[src/rtl/mux_4a1.sv]
// 3-to-1 32-bit selector (Ctrl=3 reserved, yields zero) with registered copy and sticky reserved-code flag.
// Optional feature: define MUX_4A1_SEL_ERR_EN to build the Sel_Err register; otherwise Sel_Err is tied low.
module mux_4a1 (
   input  logic        clk,
   input  logic        reset,
   input  logic [1:0]  Ctrl,
   input  logic [31:0] Entrada1,
   input  logic [31:0] Entrada2,
   input  logic [31:0] Entrada3,
   output logic [31:0] Mux_Out,
   output logic [31:0] Mux_Out_r,
   output logic        Sel_Err
);

   logic [31:0] w_mux;

   // Unknown Ctrl propagates X in simulation; synthesis sees it as don't-care.
   always_comb begin
      w_mux = '0;
      case (Ctrl)
         2'd0:    w_mux = Entrada1;
         2'd1:    w_mux = Entrada2;
         2'd2:    w_mux = Entrada3;
         2'd3:    w_mux = '0;
         default: w_mux = 'x;
      endcase
   end

   assign Mux_Out = w_mux;

   logic [31:0] r_mux_out;

   always_ff @(posedge clk) begin
      if (reset) r_mux_out <= '0;
      else       r_mux_out <= w_mux;
   end

   assign Mux_Out_r = r_mux_out;

`ifdef MUX_4A1_SEL_ERR_EN
   logic r_sel_err;

   always_ff @(posedge clk) begin
      if (reset)             r_sel_err <= 1'b0;
      else if (Ctrl == 2'd3) r_sel_err <= 1'b1;
   end

   assign Sel_Err = r_sel_err;
`else
   assign Sel_Err = 1'b0;
`endif

endmodule

[config.mk]
export PLATFORM = sky130hd
export DESIGN_NAME = mux_4a1
export DESIGN_NICKNAME = d
export VERILOG_FILES = /design/src/rtl/mux_4a1.sv
export SDC_FILE = /design/constraint.sdc
export NUM_CORES = 1
export LEC_CHECK = 0
export CORE_MARGIN = 3
export CORE_UTILIZATION = 28
export CTS_CLUSTER_DIAMETER = 200
export DETAILED_ROUTE_END_ITERATION = 10
export PLACE_DENSITY = 0.73
export SYNTH_ARGS = -nofsm -noshare
export SYNTH_HDL_FRONTEND = slang
export SYNTH_SLANG_ARGS = --single-unit
[constraint.sdc]
create_clock -name clk -period 1.4 [get_ports clk]
set_input_delay 0.35 -clock clk [delete_from_list [all_inputs] [get_ports clk]]
set_output_delay 0.35 -clock clk [all_outputs]
set_load 0.05 [all_outputs]
==> load_flow_metrics.sql, run 1 <==
INSERT INTO impl_metrics (metric_group, metric, value, unit) VALUES
('synth', 'syn-mean-instance-area', '8.29', 'µm²'),
('synth', 'synthArstFlopShare', '0', '%'),
('floorplanning', 'total_i_o_pin_count', '165', ''),
('synth', 'synth_enable_flop_cells', '0', ''),
('floorplanning', 'starting_density', '29.6', '%'),
('clock_network', 'cts_root_buf', 'clkbuf_8', ''),
('clock_network', 'cts_hold_buffers', '0', ''),
('floorplanning', 'std_cell_rows', '28', ''),
('synth', 'netlist_top_cells_area', 'dfxtp_1 (35%), a211oi_1 (27%), nand2b_1 (11%)', ''),
('synth', 'seq_area_frac_synth', '35.5', '%'),
('place', 'detailed_place.area', '5000', 'µm²'),
('synth', 'synthCells', '218', ''),
('outcome', 'status', 'did not finish', ''),
('clock_network', 'cts.sink_count', '32', ''),
('place', 'place.gp.congestion', '0.761', ''),
('synth', 'postSynth.topFlopCell', 'dfxtp_1', ''),
('place', 'dp_slack', '-0.419', 'ns'),
('synth', 'synth_top_area_share', '35.5', '%'),
('place', 'dp.final_hpwl', '6440', 'µm'),
('outcome', 'lastStage', '4_1_cts', ''),
('floorplanning', 'chipWidth', '86.3', 'µm'),
('outcome', 'error_that_stopped_the_run', '[ERROR DPL-0038] Utilization greater than 100%, impossible to legalize', ''),
('synth', 'post_syn_nets', '318', ''),
('floorplanning', 'die_h', '86.3', 'µm'),
('synth', 'yosys.cell_count.top_type', 'a211oi_1', ''),
('clock_network', 'cts_buffer_depth', '2', ''),
('clock_network', 'cts.repair.resized', '250', ''),
('synth', 'post_synth_top_cells', 'a211oi_1 (64), a21oi_1 (32), dfxtp_1 (32), nand2b_1 (32), nor2b_1 (32)', ''),
('synth', 'netlist_area', '1810', 'µm²'),
('place', 'port_buffers', '163', ''),
('synth', 'synthDistinctLibCells', '11', ''),
('clock_network', 'htree_num_levels', '2', ''),
('synth', 'synth.yosys.warnings', '0', ''),
('clock_network', 'cts_inserted_buffers', '5', ''),
('synth', 'synth_top_cell_by_area', 'dfxtp_1', ''),
('clock_network', 'postCtsSetupRepairBufs', '39', ''),
('synth', 'synth_seq_cells', '32', '');
## kinds of logic after synthesis
group                  Yosys count  share of synthesized area (%)
other                            1                          0.208
AOI/OAI and AO/OA               96                           35.5
and+or+nand+nor                 64                           22.2
DFF                             32                           35.5
buffers and inverters           25                           6.72
## stage by stage
| step | TNS (ns) | std cells |
|---|---|---|
| after floorplan | -1.95 | 218 |
| after global placement | -13.69 | 495 |
| after detailed placement | -15.08 | 495 |
==> run 2: changes to the inputs <==
CORE_UTILIZATION = 31   (was 28)
CTS_CLUSTER_DIAMETER = unset   (was 200)
PLACE_DENSITY = unset   (was 0.73)
PLACE_DENSITY_LB_ADDON = 0.15   (was unset)
clock period = 1.82 ns   (was 1.4 ns; I/O delays follow)
==> load_flow_metrics.sql, run 2 <==
INSERT INTO impl_metrics (metric_group, metric, value, unit) VALUES
('worst_setup_path', 'worstPathCellList', 'clkdlybuf4s50_1 -> nand2b_1 -> a21oi_4 -> buf_6', ''),
('synth', 'synth_adder_area_share', '0', '%'),
('clock_network', 'cts_root_buf', 'clkbuf_8', ''),
('timing', 'timing.final.crit_period', '1.87', 'ns'),
('timing', 'finalCritPeriodShare', '103', '%'),
('routing', 'detail_route.vias_per_cell', '5.35', ''),
('power', 'pint', '1.76', 'mW'),
('power', 'combPwrFrac', '54.3', '%'),
('timing', 'timing.fmax', '0.535', 'GHz'),
('synth', 'seq_area_frac_synth', '35.5', '%'),
('synth', 'post_synth_top_cells', 'a211oi_1 (64), a21oi_1 (32), dfxtp_1 (32), nand2b_1 (32), nor2b_1 (32)', ''),
('worst_setup_path', 'cp_top_family', 'buffers and inverters', ''),
('synth', 'netlist_top_cells_area', 'dfxtp_1 (35%), a211oi_1 (27%), nand2b_1 (11%)', ''),
('synth', 'yosys.cell_count.top_type', 'a211oi_1', ''),
('worst_setup_path', 'critical_path.max_fanout', '2', ''),
('hold_path', 'hp-class', 'input port to register', ''),
('global_route', 'largest_net_degree_at_the_start_of_global_routing', '33', ''),
('power', 'swShare', '40.7', '%'),
('finish', 'areaGrowthSynthToFinish', '187', '%'),
('timing', 'finalHoldViolCount', '0', ''),
('timing', 'report.final.setup_viol', '13', ''),
('worst_setup_path', 'critPathSlowestCell', 'clkdlybuf4s50_1', ''),
('routing', 'drtIter0Drc', '140', ''),
('global_route', 'first_global_vias', '2811', ''),
('worst_setup_path', 'critPathMaxStageDelay', '0.48', 'ns'),
('worst_setup_path', 'critical_path.endpoint_type', 'output port', ''),
('routing', 'drt_wl_total', '11900', 'µm'),
('finish', 'post-route-util', '92.9', '%'),
('synth', 'synthXorXnorAreaFrac', '0', '%'),
('floorplanning', 'std_cell_rows', '27', ''),
('synth', 'synth_seq_cells', '32', ''),
('finish', 'largest_reg_flops', '32', ''),
('synth', 'synth_enable_flop_cells', '0', ''),
('synth', 'synthDistinctLibCells', '11', ''),
('outcome', 'status', 'complete, but fails checks', ''),
('power', 'p_leak', '2.40', 'nW'),
('power', 'clock_power_share', '19.8', '%'),
('finish', 'commonest_non_fill_non_tap_cells_in_the_layout', 'buf_4 (101), dlygate4sd2_1 (58), dfxtp_1 (32), a211oi_1 (32)', ''),
('timing', 'layout_setup_ws', '-0.0503', 'ns'),
('synth', 'synth_mux_area_share', '0', '%'),
('worst_setup_path', 'critical_path.startpoint_type', 'input port', ''),
('synth', 'synth_top_area_share', '35.5', '%'),
('place', 'dp.final_hpwl', '5690', 'µm'),
('floorplanning', 'total_i_o_pin_count', '165', ''),
('routing', 'detail_route.wl_per_cell', '22.9', 'µm'),
('finish', 'design.final.nets', '544', ''),
('finish', 'fill_cells', '167', ''),
('floorplanning', 'chipWidth', '82.3', 'µm'),
('worst_setup_path', 'cp.required', '1.36', 'ns'),
('power', 'peakVddDrop', '0.439', 'mV'),
('timing', 'maxSlewViolCount', '0', ''),
('synth', 'complex_gate_fraction_of_the_synthesized_area', '35.5', '%'),
('place', 'place.gp.congestion', '0.758', ''),
('clock_network', 'clkTransAtPathRegs', '0.07', 'ns'),
('worst_setup_path', 'worstPathBufferInverterCount', '2', ''),
('synth', 'synthCells', '218', ''),
('job', 'cap_viol_max_count', '0', ''),
('synth', 'netlist_area', '1810', 'µm²'),
('timing', 'finalHoldWorstSlack', '0.514', 'ns'),
('worst_setup_path', 'worstPathArrival', '1.42', 'ns'),
('outcome', 'failed_checks', 'setup timing', ''),
('floorplanning', 'die_h', '82.3', 'µm'),
('finish', 'mostFrequentLayoutCell', 'buf_4', ''),
('routing', 'final_antenna_net_count', '0', ''),
('clock_network', 'cts.sink_count', '32', ''),
('global_route', 'antenna_found_initial', '1', ''),
('global_route', 'gr_usage_total', '27.1', '%'),
('synth', 'post_syn_nets', '318', ''),
('floorplanning', 'starting_density', '32.4', '%'),
('clock_network', 'cts_hold_buffers', '0', ''),
('synth', 'combinational_family_with_the_most_area_after_synthesis', 'compound AO/OA/AOI/OAI gates', ''),
('finish', 'fraction_of_layout_cells_with_a_size_suffix_above_1', '59.8', '%'),
('routing', 'pre_antenna_drt_iters', '4', ''),
('place', 'port_buffers', '163', ''),
('clock_network', 'cts_inserted_buffers', '5', ''),
('clock_network', 'tritoncts_clock_tree', 'built', ''),
('worst_setup_path', 'worstSetupPathType', 'input port to output port', ''),
('synth', 'postSynth.topFlopCell', 'dfxtp_1', ''),
('synth', 'synth.yosys.warnings', '0', ''),
('floorplanning', 'floorplan.die_area', '6780', 'µm²'),
('routing', 'remaining_drc_errors', '0', ''),
('routing', 'vias', '2776', ''),
('clock_network', 'htree_num_levels', '2', ''),
('power', 'power.total', '2.97', 'mW'),
('synth', 'yosys.area_share.simple', '22.2', '%'),
('power', 'power_density', '574', 'nW/µm²'),
('floorplanning', 'core', '5570', 'µm²'),
('timing', 'grt_setup_unrepaired', 'yes', ''),
('synth', 'synth_top_cell_by_area', 'dfxtp_1', ''),
('global_route', 'grt_overflow_total', '0', ''),
('global_route', 'first_pass_grt_wire_length', '13900', 'µm'),
('power', 'seq_power_share', '25.9', '%'),
('power', 'switching_power', '1.21', 'mW'),
('synth', 'syn-mean-instance-area', '8.29', 'µm²'),
('synth', 'synthArstFlopShare', '0', '%'),
('clock_network', 'cts_buffer_depth', '2', '');
==> run 2: final timing paths <==
check	startpoint	to	slack [ns]	cells after the start
worst max-delay path	Entrada2[30]	Mux_Out[30]	-0.05	4
worst min-delay path	Entrada2[29]	Mux_Out_r[29]	0.51	3
==> run 2: power groups by stage <==
stage | logic [mW] | registers, mW | clock network [mW]
2_1_floorplan | 0.556 | 0.953 | 0
3_3_place_gp | 1.27 | 0.777 | 0
3_5_place_dp | 1.29 | 0.780 | 0
4_1_cts | 1.52 | 0.764 | 0.585
5_1_grt | 1.67 | 0.772 | 0.631
6_report | 1.61 | 0.770 | 0.588
==> run 2: cells by family (layout without fill, tap and decap cells) <==
family	count (synthesis)	count (layout)
other cells	1	3
buf+inv	25	252
compound gates	96	96
simple gates	64	64
flops	32	32
==> run 2: worst min-delay path, cell delays in order <==
cell and delay [ns]:
dlymetal6s2s_1 0.15, nand2b_4 0.08, a211oi_1 0.06
==> run 2: stage by stage <==
stage | instances | cell area (µm²) | TNS, ns | setup slack [ns]
after CTS | 507 | 4980 | -0.204 | -0.0536
after global placement | 485 | 4060 | -6.26 | -0.259
after detailed placement | 485 | 4060 | -6.71 | -0.278
after floorplan | 218 | 2130 | -0.876 | -0.140
final | 519 | 5180 | -0.299 | -0.0503
after global routing | 518 | 5180 | -0.749 | -0.0942
==> run 2: metal layers <==
metal,part of all wire [%],global-route usage (%)
met5,0,0
met4,3.9,11.6
met3,7.2,7.05
met2,55,53.0
met1,33,26.2
==> run 2: cell type report <==
type	count	area (µm²)	share of cell area, %
repair buffers	244	2390	46.1
multi-input cells	161	1960	37.9
flip-flops and latches	32	641	12.4
well taps	72	90.1	1.74
clock buffers	6	82.6	1.59
clock inverters	2	10.0	0.193
diodes	2	5.00	0.0966
==> run 2: repair_timing <==
action,in CTS,in global routing
pin swaps,33,17
setup buffers,27,11
gates cloned,4,0
resized for setup,213,39
setup endpoints to repair,32,32
Note: power is estimated with default switching activity, not from simulation.
==> run 3: changes to the inputs <==
CORE_ASPECT_RATIO = 0.7   (was unset)
REMOVE_ABC_BUFFERS = 1   (was unset)
==> load_flow_metrics.sql, run 3 (same netlist as run 2, synthesis figures left out) <==
INSERT INTO impl_metrics (metric_group, metric, value, unit) VALUES
('clock_network', 'htree_num_levels', '2', ''),
('routing', 'detail_route.wl_per_cell', '21.9', 'µm'),
('place', 'dp.final_hpwl', '5100', 'µm'),
('worst_setup_path', 'critical_path.endpoint_type', 'output port', ''),
('timing', 'timing.final.crit_period', '1.89', 'ns'),
('clock_network', 'cts_inserted_buffers', '5', ''),
('routing', 'remaining_drc_errors', '0', ''),
('finish', 'fill_cells', '212', ''),
('clock_network', 'tritoncts_clock_tree', 'built', ''),
('routing', 'detailed_route_wirelength_on_metal2', '6140', 'µm'),
('timing', 'finalHoldWorstSlack', '0.492', 'ns'),
('worst_setup_path', 'worstPathArrival', '1.44', 'ns'),
('timing', 'grt_setup_unrepaired', 'yes', ''),
('timing', 'report.final.setup_viol', '12', ''),
('global_route', 'first_global_vias', '2787', ''),
('finish', 'fin_area', '4940', 'µm²'),
('finish', 'largest_reg_flops', '32', ''),
('routing', 'final_antenna_net_count', '0', ''),
('global_route', 'first_pass_grt_wire_length', '14200', 'µm'),
('floorplanning', 'die_h', '69.9', 'µm'),
('floorplanning', 'starting_density', '33.3', '%'),
('place', 'port_buffers', '163', ''),
('timing', 'timing.fmax', '0.528', 'GHz'),
('worst_setup_path', 'worstSetupPathType', 'input port to output port', ''),
('timing', 'finalCritPeriodShare', '104', '%'),
('finish', 'mostFrequentLayoutCell', 'buf_4', ''),
('timing', 'maxSlewViolCount', '0', ''),
('finish', 'regArea', '641', 'µm²'),
('timing', 'finalHoldViolCount', '0', ''),
('global_route', 'largest_net_degree_at_the_start_of_global_routing', '57', ''),
('finish', 'commonest_non_fill_non_tap_cells_in_the_layout', 'buf_4 (142), dlygate4sd2_1 (66), dfxtp_1 (32)', ''),
('outcome', 'failed_checks', 'setup timing', ''),
('place', 'place.gp.congestion', '0.843', ''),
('clock_network', 'clkTransAtPathRegs', '0.07', 'ns'),
('power', 'peakVddDrop', '0.322', 'mV'),
('finish', 'fraction_of_layout_cells_with_a_size_suffix_above_1', '56.9', '%'),
('outcome', 'status', 'complete, but fails checks', ''),
('floorplanning', 'std_cell_rows', '22', ''),
('floorplanning', 'chipWidth', '97.2', 'µm'),
('timing', 'layout_setup_ws', '-0.0749', 'ns'),
('global_route', 'antenna_found_initial', '0', ''),
('hold_path', 'hp-class', 'input port to register', ''),
('floorplanning', 'floorplan.die_area', '6790', 'µm²'),
('finish', 'multiInputGateArea', '1560', 'µm²'),
('place', 'detailed_place.area', '3620', 'µm²'),
('power', 'p_leak', '2.34', 'nW'),
('power', 'power_density', '584', 'nW/µm²'),
('floorplanning', 'core', '5420', 'µm²'),
('worst_setup_path', 'cp.required', '1.36', 'ns'),
('routing', 'drtIter0Drc', '149', ''),
('finish', 'post-route-util', '91.1', '%'),
('job', 'cap_viol_max_count', '0', ''),
('clock_network', 'cts_root_buf', 'clkbuf_8', ''),
('finish', 'design.final.nets', '572', ''),
('routing', 'route.top_layer_used', 'met4', ''),
('worst_setup_path', 'critical_path.startpoint_type', 'input port', ''),
('worst_setup_path', 'critical_path.max_fanout', '2', ''),
('clock_network', 'cts_hold_buffers', '0', ''),
('global_route', 'grt_overflow_total', '0', ''),
('clock_network', 'cts.sink_count', '32', ''),
('routing', 'detail_route.vias_per_cell', '5.43', ''),
('routing', 'vias', '2961', ''),
('power', 'power.total', '2.89', 'mW'),
('global_route', 'gr_usage_total', '26.1', '%'),
('finish', 'insertedDiodeCount', '0', ''),
('place', 'dp_slack', '-0.242', 'ns'),
('routing', 'met1Wirelength', '4470', 'µm'),
('floorplanning', 'total_i_o_pin_count', '165', ''),
('clock_network', 'cts_buffer_depth', '2', ''),
('finish', 'areaGrowthSynthToFinish', '173', '%'),
('routing', 'drt_wl_total', '11900', 'µm'),
('routing', 'pre_antenna_drt_iters', '4', ''),
('routing', 'routed-wl-met3', '982', 'µm');
==> run 3: metrics by stage <==
stage           TNS, ns  instances
2_1_floorplan     -1.01        193
3_3_place_gp      -4.94        469
3_5_place_dp      -5.40        469
4_1_cts        -0.00857        534
5_1_grt          -0.813        545
6_report         -0.397        545
==> run 3: worst paths after layout <==
kind	from	end	slack (ns)	cells after the start
worst max-delay path	Entrada2[23]	Mux_Out[23]	-0.07	4
worst min-delay path	Entrada2[28]	Mux_Out_r[28]	0.49	3
==> run 3: final cells by class <==
type                    count  share of cell area (%)
repair buffers            272                    51.8
clock buffers               8                    1.82
flip-flops and latches     32                    13.0
multi-input cells         161                    31.6
well taps                  72                    1.82
==> run 3: layer usage <==
metal / GRT usage, % / up-vias
met2: 48.1 / 168
met3: 9.18 / 38
li1: - / 1306
met4: 8.14 / 0
met5: 0 / -
met1: 28.1 / 1449
==> run 3: worst max-delay path, stage by stage <==
cell             delay (ns)
clkdlybuf4s50_1        0.48
nand2b_1               0.10
a21oi_1                0.18
buf_4                  0.23
==> run 3: what timing repair did <==
item | in CTS | in global routing
gates cloned | 3 | 6
pin swaps | 40 | 21
setup endpoints to repair | 32 | 34
resized for setup | 172 | 53
buffers inserted | 54 | 5
==> run 3: power breakdown <==
part	internal (mW)	switching, mW	leakage (nW)
registers	0.750	0.0173	0.266
clock network	0.309	0.277	0.0455
logic	0.691	0.843	2.02
